### src/rtl/mul_seq_ctrl.sv
`default_nettype none
// ============================================================================
//  Module      : mul_seq_ctrl
//  Description : Sequencing controller for the multi-cycle multiply unit.
//                Accepts one issue at a time, runs a WIDTH-step radix-2
//                shift-add on operand magnitudes, sign-corrects the double-
//                width product and writes it back as two words through a
//                register-file port shared with (and yielding to) the ALU.
//  Revision    : 1.0  initial release
// ============================================================================
module mul_seq_ctrl #(
    parameter int WIDTH = 32,
    parameter int REGW  = 5
) (
    input  logic                 clk,
    input  logic                 rst,
    input  logic                 issue_valid,
    output logic                 issue_ready,
    input  logic                 issue_signed,
    input  logic                 issue_rw,
    input  logic [REGW-1:0]      issue_da,
    input  logic [WIDTH-1:0]     multiplicand,
    input  logic [WIDTH-1:0]     multiplier,
    input  logic                 ex_wr_en,
    input  logic                 flush,
    output logic                 wb_en,
    output logic [REGW-1:0]      wb_da,
    output logic [WIDTH-1:0]     wb_data,
    output logic [2*WIDTH-1:0]   product,
    output logic                 done,
    output logic                 busy_valid,
    output logic [REGW-1:0]      busy_da
);

    localparam int CNT_W = $clog2(WIDTH);
    localparam logic [CNT_W-1:0] c_LAST_STEP = CNT_W'(WIDTH - 1);

    typedef enum logic [2:0] {
        S_IDLE  = 3'd0,
        S_RUN   = 3'd1,
        S_FIX   = 3'd2,
        S_WB_LO = 3'd3,
        S_WB_HI = 3'd4
    } state_t;

    state_t                 r_state;
    logic [2*WIDTH-1:0]     r_acc;
    logic [WIDTH-1:0]       r_mcand;
    logic [WIDTH-1:0]       r_mplier;
    logic [CNT_W-1:0]       r_cnt;
    logic                   r_neg;
    logic                   r_rw;
    logic [REGW-1:0]        r_da;
    logic [2*WIDTH-1:0]     r_product;

    logic [WIDTH-1:0]       w_a_mag;
    logic [WIDTH-1:0]       w_b_mag;
    logic                   w_neg;
    logic [WIDTH:0]         w_sum;
    logic [2*WIDTH-1:0]     w_fixed;

    // Operand magnitudes and result sign; the most negative value maps to
    // 2^(WIDTH-1), which still fits as an unsigned magnitude.
    always_comb begin
        w_a_mag = multiplicand;
        w_b_mag = multiplier;
        if (issue_signed && multiplicand[WIDTH-1]) w_a_mag = ~multiplicand + 1'b1;
        if (issue_signed && multiplier[WIDTH-1])   w_b_mag = ~multiplier + 1'b1;
        w_neg = issue_signed & (multiplicand[WIDTH-1] ^ multiplier[WIDTH-1]);
    end

    // One shift-add step: carry-preserving add into the upper half, and the
    // sign correction applied to the finished accumulator.
    always_comb begin
        w_sum   = {1'b0, r_acc[2*WIDTH-1:WIDTH]}
                + {1'b0, (r_mplier[0] ? r_mcand : {WIDTH{1'b0}})};
        w_fixed = r_neg ? ((~r_acc) + {{(2*WIDTH-1){1'b0}}, 1'b1}) : r_acc;
    end

    // Control FSM together with the datapath registers it sequences.
    always_ff @(posedge clk or posedge rst) begin
        if (rst) begin
            r_state   <= S_IDLE;
            r_acc     <= '0;
            r_mcand   <= '0;
            r_mplier  <= '0;
            r_cnt     <= '0;
            r_neg     <= 1'b0;
            r_rw      <= 1'b0;
            r_da      <= '0;
            r_product <= '0;
        end else begin
            case (r_state)
                S_IDLE: begin
                    // A flush in the same cycle suppresses the accept.
                    if (issue_valid && !flush) begin
                        r_mcand  <= w_a_mag;
                        r_mplier <= w_b_mag;
                        r_neg    <= w_neg;
                        r_rw     <= issue_rw;
                        r_da     <= issue_da;
                        r_acc    <= '0;
                        r_cnt    <= '0;
                        r_state  <= S_RUN;
                    end
                end
                S_RUN: begin
                    if (flush) begin
                        r_state <= S_IDLE;
                    end else begin
                        r_acc    <= {w_sum, r_acc[WIDTH-1:1]};
                        r_mplier <= r_mplier >> 1;
                        r_cnt    <= r_cnt + 1'b1;
                        if (r_cnt == c_LAST_STEP) r_state <= S_FIX;
                    end
                end
                S_FIX: begin
                    if (flush) begin
                        r_state <= S_IDLE;
                    end else begin
                        r_product <= w_fixed;
                        r_state   <= r_rw ? S_WB_LO : S_IDLE;
                    end
                end
                // Writeback words wait out any cycle the ALU owns the port;
                // flush is deliberately ignored once writeback has begun.
                S_WB_LO: if (!ex_wr_en) r_state <= S_WB_HI;
                S_WB_HI: if (!ex_wr_en) r_state <= S_IDLE;
                default: r_state <= S_IDLE;
            endcase
        end
    end

    // Output decode: handshake and write strobes follow state, with the
    // write strobe yielding to the ALU in the same cycle.
    always_comb begin
        issue_ready = (r_state == S_IDLE);
        done        = (r_state == S_FIX) && !flush;
        wb_en       = 1'b0;
        wb_da       = '0;
        wb_data     = '0;
        if (r_state == S_WB_LO) begin
            wb_en   = !ex_wr_en;
            wb_da   = r_da;
            wb_data = r_product[WIDTH-1:0];
        end else if (r_state == S_WB_HI) begin
            wb_en   = !ex_wr_en;
            wb_da   = r_da + 1'b1;
            wb_data = r_product[2*WIDTH-1:WIDTH];
        end
        product    = r_product;
        busy_valid = r_rw && (r_state != S_IDLE);
        busy_da    = r_da;
    end

endmodule
`default_nettype wire

### config.mk
export PLATFORM = sky130hd
export DESIGN_NAME = mul_seq_ctrl
export DESIGN_NICKNAME = d
export VERILOG_FILES = /design/src/rtl/mul_seq_ctrl.sv
export SDC_FILE = /design/constraint.sdc
export NUM_CORES = 1
export LEC_CHECK = 0
export BUFFER_PORTS_ARGS = -buffer_cell sky130_fd_sc_hd__buf_2
export CAP_MARGIN = 15
export CELL_PAD_IN_SITES_DETAIL_PLACEMENT = 0
export CELL_PAD_IN_SITES_GLOBAL_PLACEMENT = 1
export CORE_UTILIZATION = 40
export DETAILED_ROUTE_END_ITERATION = 6
export GPL_TIMING_DRIVEN = 1
export HOLD_SLACK_MARGIN = 0.02
export PLACE_DENSITY_LB_ADDON = 0.1
export SETUP_SLACK_MARGIN = 0.5
export SYNTH_ARGS = -nofsm -noshare
export SYNTH_HDL_FRONTEND = slang
export SYNTH_SLANG_ARGS = --single-unit
### constraint.sdc
create_clock -name clk -period 13.1 [get_ports clk]
set_clock_uncertainty 0.05 [all_clocks]
set_input_delay 0.655 -clock clk [delete_from_list [all_inputs] [get_ports clk]]
set_output_delay 0.655 -clock clk [all_outputs]
set_load 0.01 [all_outputs]
==> metrics.md, run 1 <==
| Metric | Value |
|---|---|
| Fmax | 279 MHz |
| Final core occ | 47.1% |
| DP Wirelength | 26100 microns |
| Overflow after GRT | 0 |
| Setup slack after layout | 9.52 ns |
| Mean Syn Cell Area | 8.30 sq um |
| Final period util | 27.4% |
| Post-Syn Area | 12800 sq um |
| Register area share after synthesis | 40.3% |
| Synth warn | 0 |
| Row cnt | 65 |
| Area of the multi-input gates | 7270 sq um |
| Top-level I/O count | 186 |
| Unique masters post-synth | 61 |
| Ys async rst share | 100% |
| N_diodes | 0 |
| First-pass GRT wire length | 58700 microns |
| Critical path origin | r_mplier[0] |
| CP Max Fanout | 33 |
| Setup_tns | 0 ns |
| Relative slew slack | 42.6% |
| Most common cell after layout, fill and taps aside | nand2_1 |
| Root Driver | clkbuf_16 |
| Ys flop type | dfrtp_1 |
| Area grow syn2layout | 15.8% |
| Total wire length | 35500 microns |
| Max-cap violations | 0 |
| Hold Violations, Final | 0 |
| Dpl ws | 9.49 ns |
| Clock Pin Slew Worst Setup and Hold Paths | 0.06 ns |
| Fillcell total | 3198 |
| Final setup violation count | 0 |
| Post-route cell area | 14900 sq um |
| Die Span Y | 181 microns |
| WL/cell | 16.9 microns |
| Power per Cell Area | 216 nW/um^2 |
| RSZ-0062 raised after global routing | false |
| Reg area | 5180 sq um |
| Nets | 1802 |
| Port Buffers | 185 |
| Reg2reg setup slack | 9.52 ns |
| Post-cts sizing count | 0 |
| Worst Reg-to-Reg Cells | 11 |
| Die footprint | 32800 sq um |
| Hold Path Class | primary input to asynchronous set/reset pin |
| Cells after Synth | 1547 |
| TritonCTS clock tree | built |
| Post-route insts no fill | 2107 |
| Most frequent cells in the layout | 297 x nand2_1, 213 x o21ai_0, 206 x dfrtp_1, 185 x buf_2, 98 x xor2_1 |
| Worst setup path end | r_acc[56] |
| Pins Over Slew Limit | 0 |
| Initial antenna violation count | 0 |
| Initial Utilization | 40.7% |
| Outcome | completed |
| Clock sinks | 207 |
| CTS Buf Count | 25 |
| Final worst path period need | 3.58 ns |
| Share of layout cells above drive strength 1 | 15.4% |
| Largest net degree at the start of global routing | 94 |
| Pleak | 7.07 nW |
| H-tree depth | 1 |
| Routed vias/inst | 5.37 |
| Yosys reg bits | 207 |
| Post-CTS setup buffers | 0 |
| Crit. End Element | flip-flop |
| Antenna Violating Nets Remaining | 0 |
| Crit path DAT | 3.90 ns |
| Vias in the first global route | 10.8k |
| Vias | 11.3k |
| Worst R2R End | r_acc[56] |
| Peak VDD IR | 0.123 mV |
| WP data required | 13.41 ns |
| Startpoint class of the critical path | flip-flop |
| Crit Path Class | flip-flop to flip-flop |
| # hold bufs at CTS | 0 |
| DP Cell Count | 2062 |
| Core ar. | 31600 sq um |
| DRC Markers | 0 |
| Placed Area | 14100 sq um |
| Initial DRC Count | 663 |
| First-pass DRT Iterations | 5 |
| R2r startpoint | r_mplier[0] |
| Worst-Margin Slew | 0.861 ns |
| Die X-Extent | 181 microns |
| Total GRT Usage | 21.8% |
| Gpl congestion | 0.897 |
| Syn Nets | 1662 |
| Number of synthesized flops with an enable pin | 0 |
| Worst-Skew Late Latency | 0.53 ns |
| Max Root-Sink Buffers | 3 |
[Yosys cell counts (4+ instances only)]
library cell	instances	area share, %
a211oi_1	4	0.23
a21o_1	10	0.58
a21oi_1	83	3.2
a22o_1	33	2.2
a31oi_1	11	0.54
and2_1	38	1.9
and3_1	9	0.44
buf_1	5	0.15
clkbuf_1	81	2.4
dfrtp_1	207	40
ha_1	38	3.7
inv_1	25	0.73
nand2_1	297	8.7
nand2b_1	12	0.58
nand3_1	59	2.3
nand3b_1	5	0.29
nand4_1	5	0.24
nor2_1	75	2.2
nor2b_1	6	0.29
nor3_1	25	0.97
nor4_1	13	0.63
o211ai_1	4	0.23
o21a_1	4	0.23
o21ai_0	213	8.3
o21ai_1	7	0.27
o21bai_1	5	0.29
o31ai_1	29	1.7
o41ai_1	16	1.1
or2_2	6	0.29
or3_1	18	0.88
or4_1	11	0.64
xnor2_1	52	3.5
xor2_1	98	6.7
[worst min path at each step]
stage / endpoint / slack, ns / cells after the start
detailed placement: r_mplier[14] / 0.42 / 2
finish: r_acc[5] / 0.15 / 2
floorplan: r_mcand[0] / 0.39 / 2
global placement: r_mcand[21] / 0.40 / 2
global route: r_acc[5] / 0.21 / 2
CTS: r_acc[7] / 0.19 / 2
[worst max-delay path: stages, from the launching register on]
cell      delay (ns)
dfrtp_1         0.79
nand2_1         0.23
inv_1           0.10
ha_1            0.24
a211o_1         0.32
a211oi_1        0.40
nor4_1          0.12
nor3_1          0.49
o21a_1          0.29
o21ai_0         0.12
xnor2_1         0.17
o21ai_0         0.09
[cell families (layout without fill, tap and decap cells)]
logic type                 Yosys count  in the layout  share of synthesized area (%)
DFF                                207            207                           40.3
adders and majority gates           39             39                           3.86
AOI/OAI and AO/OA                  440            440                           20.5
buffers and inverters              113            271                           3.36
and+or+nand+nor                    596            596                           21.6
xor gates and xnor gates           150            150                           10.2
muxes                                2              2                          0.166
[final cells by class]
cell class | instances | area share, %
well taps | 402 | 3.38
clock buffers | 34 | 4.63
flip-flops and latches | 207 | 34.8
multi-input cells | 1227 | 48.9
clock inverters | 11 | 0.597
inverters | 26 | 0.706
repair buffers | 200 | 6.98
[per-stage QoR]
stage / hold slack (ns) / power, mW
finish: 0.149 / 3.21
global route: 0.213 / 3.48
CTS: 0.190 / 3.24
detailed placement: 0.415 / 2.58
global placement: 0.405 / 2.56
floorplan: 0.392 / 2.08
[layer usage]
| layer | share of wire [%] | wire length, microns | vias to the layer above | global-route usage [%] |
|---|---|---|---|---|
| met4 | 1.9 | 686 | 0 | 5.36 |
| met5 | 0 | 0 | - | 0 |
| met1 | 50 | 17700 | 5310 | 32.1 |
| met3 | 3.9 | 1370 | 45 | 2.34 |
| met2 | 44 | 15800 | 249 | 34.2 |
| li1 | - | - | 5710 | - |
[power by group]
part	switching, mW	internal [mW]
sequential	0.276	0.868
clock	0.269	0.387
combinational	0.872	0.537
[sequential cells by signal, indices dropped and copies added, names as in the netlist]
register and cells:
product 64, r_acc 64, r_mcand 32, r_mplier 32, busy_da 5, r_cnt 5
r_state 3, r_neg 1, r_rw 1
Note: power is estimated with default switching activity, not from simulation.
==> run 2, diff against run 1 <==
--- a/config.mk
+++ b/config.mk
@@ -9,7 +9,7 @@
 export CAP_MARGIN = 15
 export CELL_PAD_IN_SITES_DETAIL_PLACEMENT = 0
 export CELL_PAD_IN_SITES_GLOBAL_PLACEMENT = 1
-export CORE_UTILIZATION = 40
+export CORE_UTILIZATION = 39
 export DETAILED_ROUTE_END_ITERATION = 6
 export GPL_TIMING_DRIVEN = 1
 export HOLD_SLACK_MARGIN = 0.02
==> constraint.sdc (replaced) <==
create_clock -name clk -period 3.1 [get_ports clk]
set_clock_uncertainty 0.05 [all_clocks]
set_input_delay 0.155 -clock clk [delete_from_list [all_inputs] [get_ports clk]]
set_output_delay 0.155 -clock clk [all_outputs]
set_load 0.01 [all_outputs]
==> metrics.md, run 2 (synthesis results as in run 1) <==
| Metric | Value |
|---|---|
| Outcome | complete, but fails checks |
| Failing checks | setup timing |
| Final setup violation count | 4 (+4) |
| Setup_tns | -0.0754 ns (-0.0754 ns) |
| Placed Area | 14900 sq um (+5.4%) |
| Initial DRC Count | 593 (-11%) |
| Top-level I/O count | 186 (unchanged) |
| RSZ-0062 raised after global routing | true |
| Die footprint | 33700 sq um (+2.5%) |
| Worst R2R End | product[39] |
| Clock sinks | 207 (unchanged) |
| Row cnt | 66 (+1.5%) |
| Power per Cell Area | 914 nW/um^2 (+320%) |
| Crit-path cells | or4_4, or4b_4, or4_4, or4b_4, and2_4, nor2b_4, xor2_1, o21ai_1 |
| Clock Pin Slew Worst Setup and Hold Paths | 0.06 ns (about the same) |
| Peak VDD IR | 0.583 mV (+380%) |
| First-pass DRT Iterations | 5 (unchanged) |
| Hold WS | 0.0412 ns (-0.108 ns) |
| Setup slack after layout | -0.0289 ns (-9.55 ns) |
| Most common cell after layout, fill and taps aside | nand2_1 |
| Root Driver | clkbuf_16 |
| Flop pwr share | 29.5% (-6.2 points) |
| Pins Over Slew Limit | 0 (unchanged) |
| Routed vias/inst | 5.24 (-2.4%) |
| DRC Markers | 0 (unchanged) |
| CP max stage delay | 0.54 ns (-0.25 ns) |
| Slowest stage cell on the critical path | or4_4 |
| Overflow after GRT | 0 (unchanged) |
| Share of total power in the clock network | 16.7% (-3.7 points) |
| Max Root-Sink Buffers | 3 (unchanged) |
| Largest net degree at the start of global routing | 123 (+31%) |
| P_int | 9.10 mW (+410%) |
| Vias in the first global route | 11.7k (+8.0%) |
| R2r startpoint | r_acc[19] |
| WHS Endpoint | r_mplier[1] |
| Relative slew slack | 42.4% (-0.19 points) |
| Crit Path Class | flip-flop to flip-flop |
| Reg area | 5180 sq um (about the same) |
| Switching Share | 44.3% (+0.17 points) |
| Dpl ws | -0.0721 ns (-9.57 ns) |
| Reg2reg setup slack | -0.03 ns (-9.55 ns) |
| Hold Violations, Final | 0 (unchanged) |
| Fillcell total | 3029 (-5.3%) |
| Area of the multi-input gates | 8550 sq um (+18%) |
| Most frequent cells in the layout | 287 x nand2_1, 205 x dfrtp_1, 185 x buf_2, 161 x o21ai_0, 105 x buf_4 |
| Crit. End Element | flip-flop |
| Startpoint class of the critical path | flip-flop |
| Initial antenna violation count | 0 (unchanged) |
| Pwr Total | 16.4 mW (+410%) |
| CP Max Fanout | 4 (-88%) |
| Worst-Skew Late Latency | 0.54 ns (about the same) |
| Initial Utilization | 39.6% (-1.1 points) |
| Max-cap violations | 0 (unchanged) |
| First-pass GRT wire length | 63000 microns (+7.3%) |
| WP data required | 3.46 ns (-9.95 ns) |
| CTS Buf Count | 25 (unchanged) |
| Post-route cell area | 17900 sq um (+20%) |
| Total GRT Usage | 23.2% (+1.4 points) |
| Crit path DAT | 3.49 ns (-0.41 ns) |
| Worst Reg-to-Reg Cells | 8 (-3) |
| Die X-Extent | 184 microns (+1.3%) |
| Core ar. | 32500 sq um (+2.8%) |
| Hold depth | 5 |
| Share of layout cells above drive strength 1 | 28.8% (+13 points) |
| Port Buffers | 185 (unchanged) |
| Area grow syn2layout | 39.2% |
| Die Span Y | 184 microns (+1.3%) |
| DP Cell Count | 2171 (+5.3%) |
| Hold path start | multiplier[1] |
| TritonCTS clock tree | built |
| Vias | 12.2k (+7.8%) |
| Fmax | 320 MHz (+15%) |
| Gpl congestion | 0.853 (-5.0%) |
| WL/cell | 16.8 microns (-0.12%) |
| Sw power | 7.25 mW (+410%) |
| DP Wirelength | 27500 microns (+5.4%) |
| Total wire length | 39200 microns (+10%) |
| N_diodes | 0 (unchanged) |
| Final worst path period need | 3.13 ns (-0.454 ns) |
| H-tree depth | 1 (unchanged) |
| Worst-Margin Slew | 0.863 ns (+0.00292 ns) |
| Hold Path Class | primary input to flip-flop |
| Combinational Power Share | 53.8% (+9.9 points) |
| Pleak | 8.26 nW (+17%) |
| Post-route insts no fill | 2325 (+10%) |
| Final core occ | 55.1% (+7.9 points) |
| Antenna Violating Nets Remaining | 0 (unchanged) |
| Nets | 1980 (+9.9%) |
| Final period util | 101% (+74 points) |
[run 2: layout make-up]
type,instances,share of cell area (%)
sequential,207,29.0
multi-input combinational,1227,47.8
timing repair buffer,378,15.3
clock buffer,33,3.89
tap,442,3.09
inverter,26,0.567
clock inverter,12,0.371
[run 2: layer usage]
metal | GRT usage (%) | wire [microns] | vias to the layer above
met5 | 0 | 0 | -
met4 | 5.97 | 913 | 0
met3 | 2.36 | 1230 | 49
met2 | 38.8 | 18600 | 230
met1 | 32.1 | 18500 | 5832
li1 | - | - | 6080
[run 2: power groups by stage]
stage | Clock (mW) | Combinational [mW] | Sequential [mW]
after floorplan | 0 | 4.52 | 4.52
after global placement | 0 | 6.84 | 4.73
after detailed placement | 0 | 6.89 | 4.76
after CTS | 2.82 | 8.22 | 4.79
after global routing | 2.92 | 9.70 | 4.96
final | 2.73 | 8.80 | 4.82
[run 2: critical path: cells and delay by family, from the launching register on]
family	cells	cell delay [ns]
simple gates	6	2.33
flops	1	0.38
xor+xnor	1	0.15
compound gates	1	0.09
[run 2: how the worst max path moves through the flow]
stage	startpoint	to	slack, ns	cells past startpoint
final	r_acc[19]	product[39]	-0.03	8
after global routing	r_acc[19]	product[55]	-0.12	8
after floorplan	r_acc[11]	product[39]	-0.07	9
after CTS	r_acc[19]	product[55]	-0.04	8
after detailed placement	r_acc[19]	product[59]	-0.07	8
after global placement	r_acc[19]	product[55]	-0.06	8
[run 2: timing repair]
item                                   4_1_cts  5_1_grt
pin swaps                                   75       64
endpoints found under the hold margin       73        0
resized for setup                          162       94
hold buffers                                59        0
setup buffers                               29       18
setup endpoints to repair                   87       96
gates cloned                                 3        0
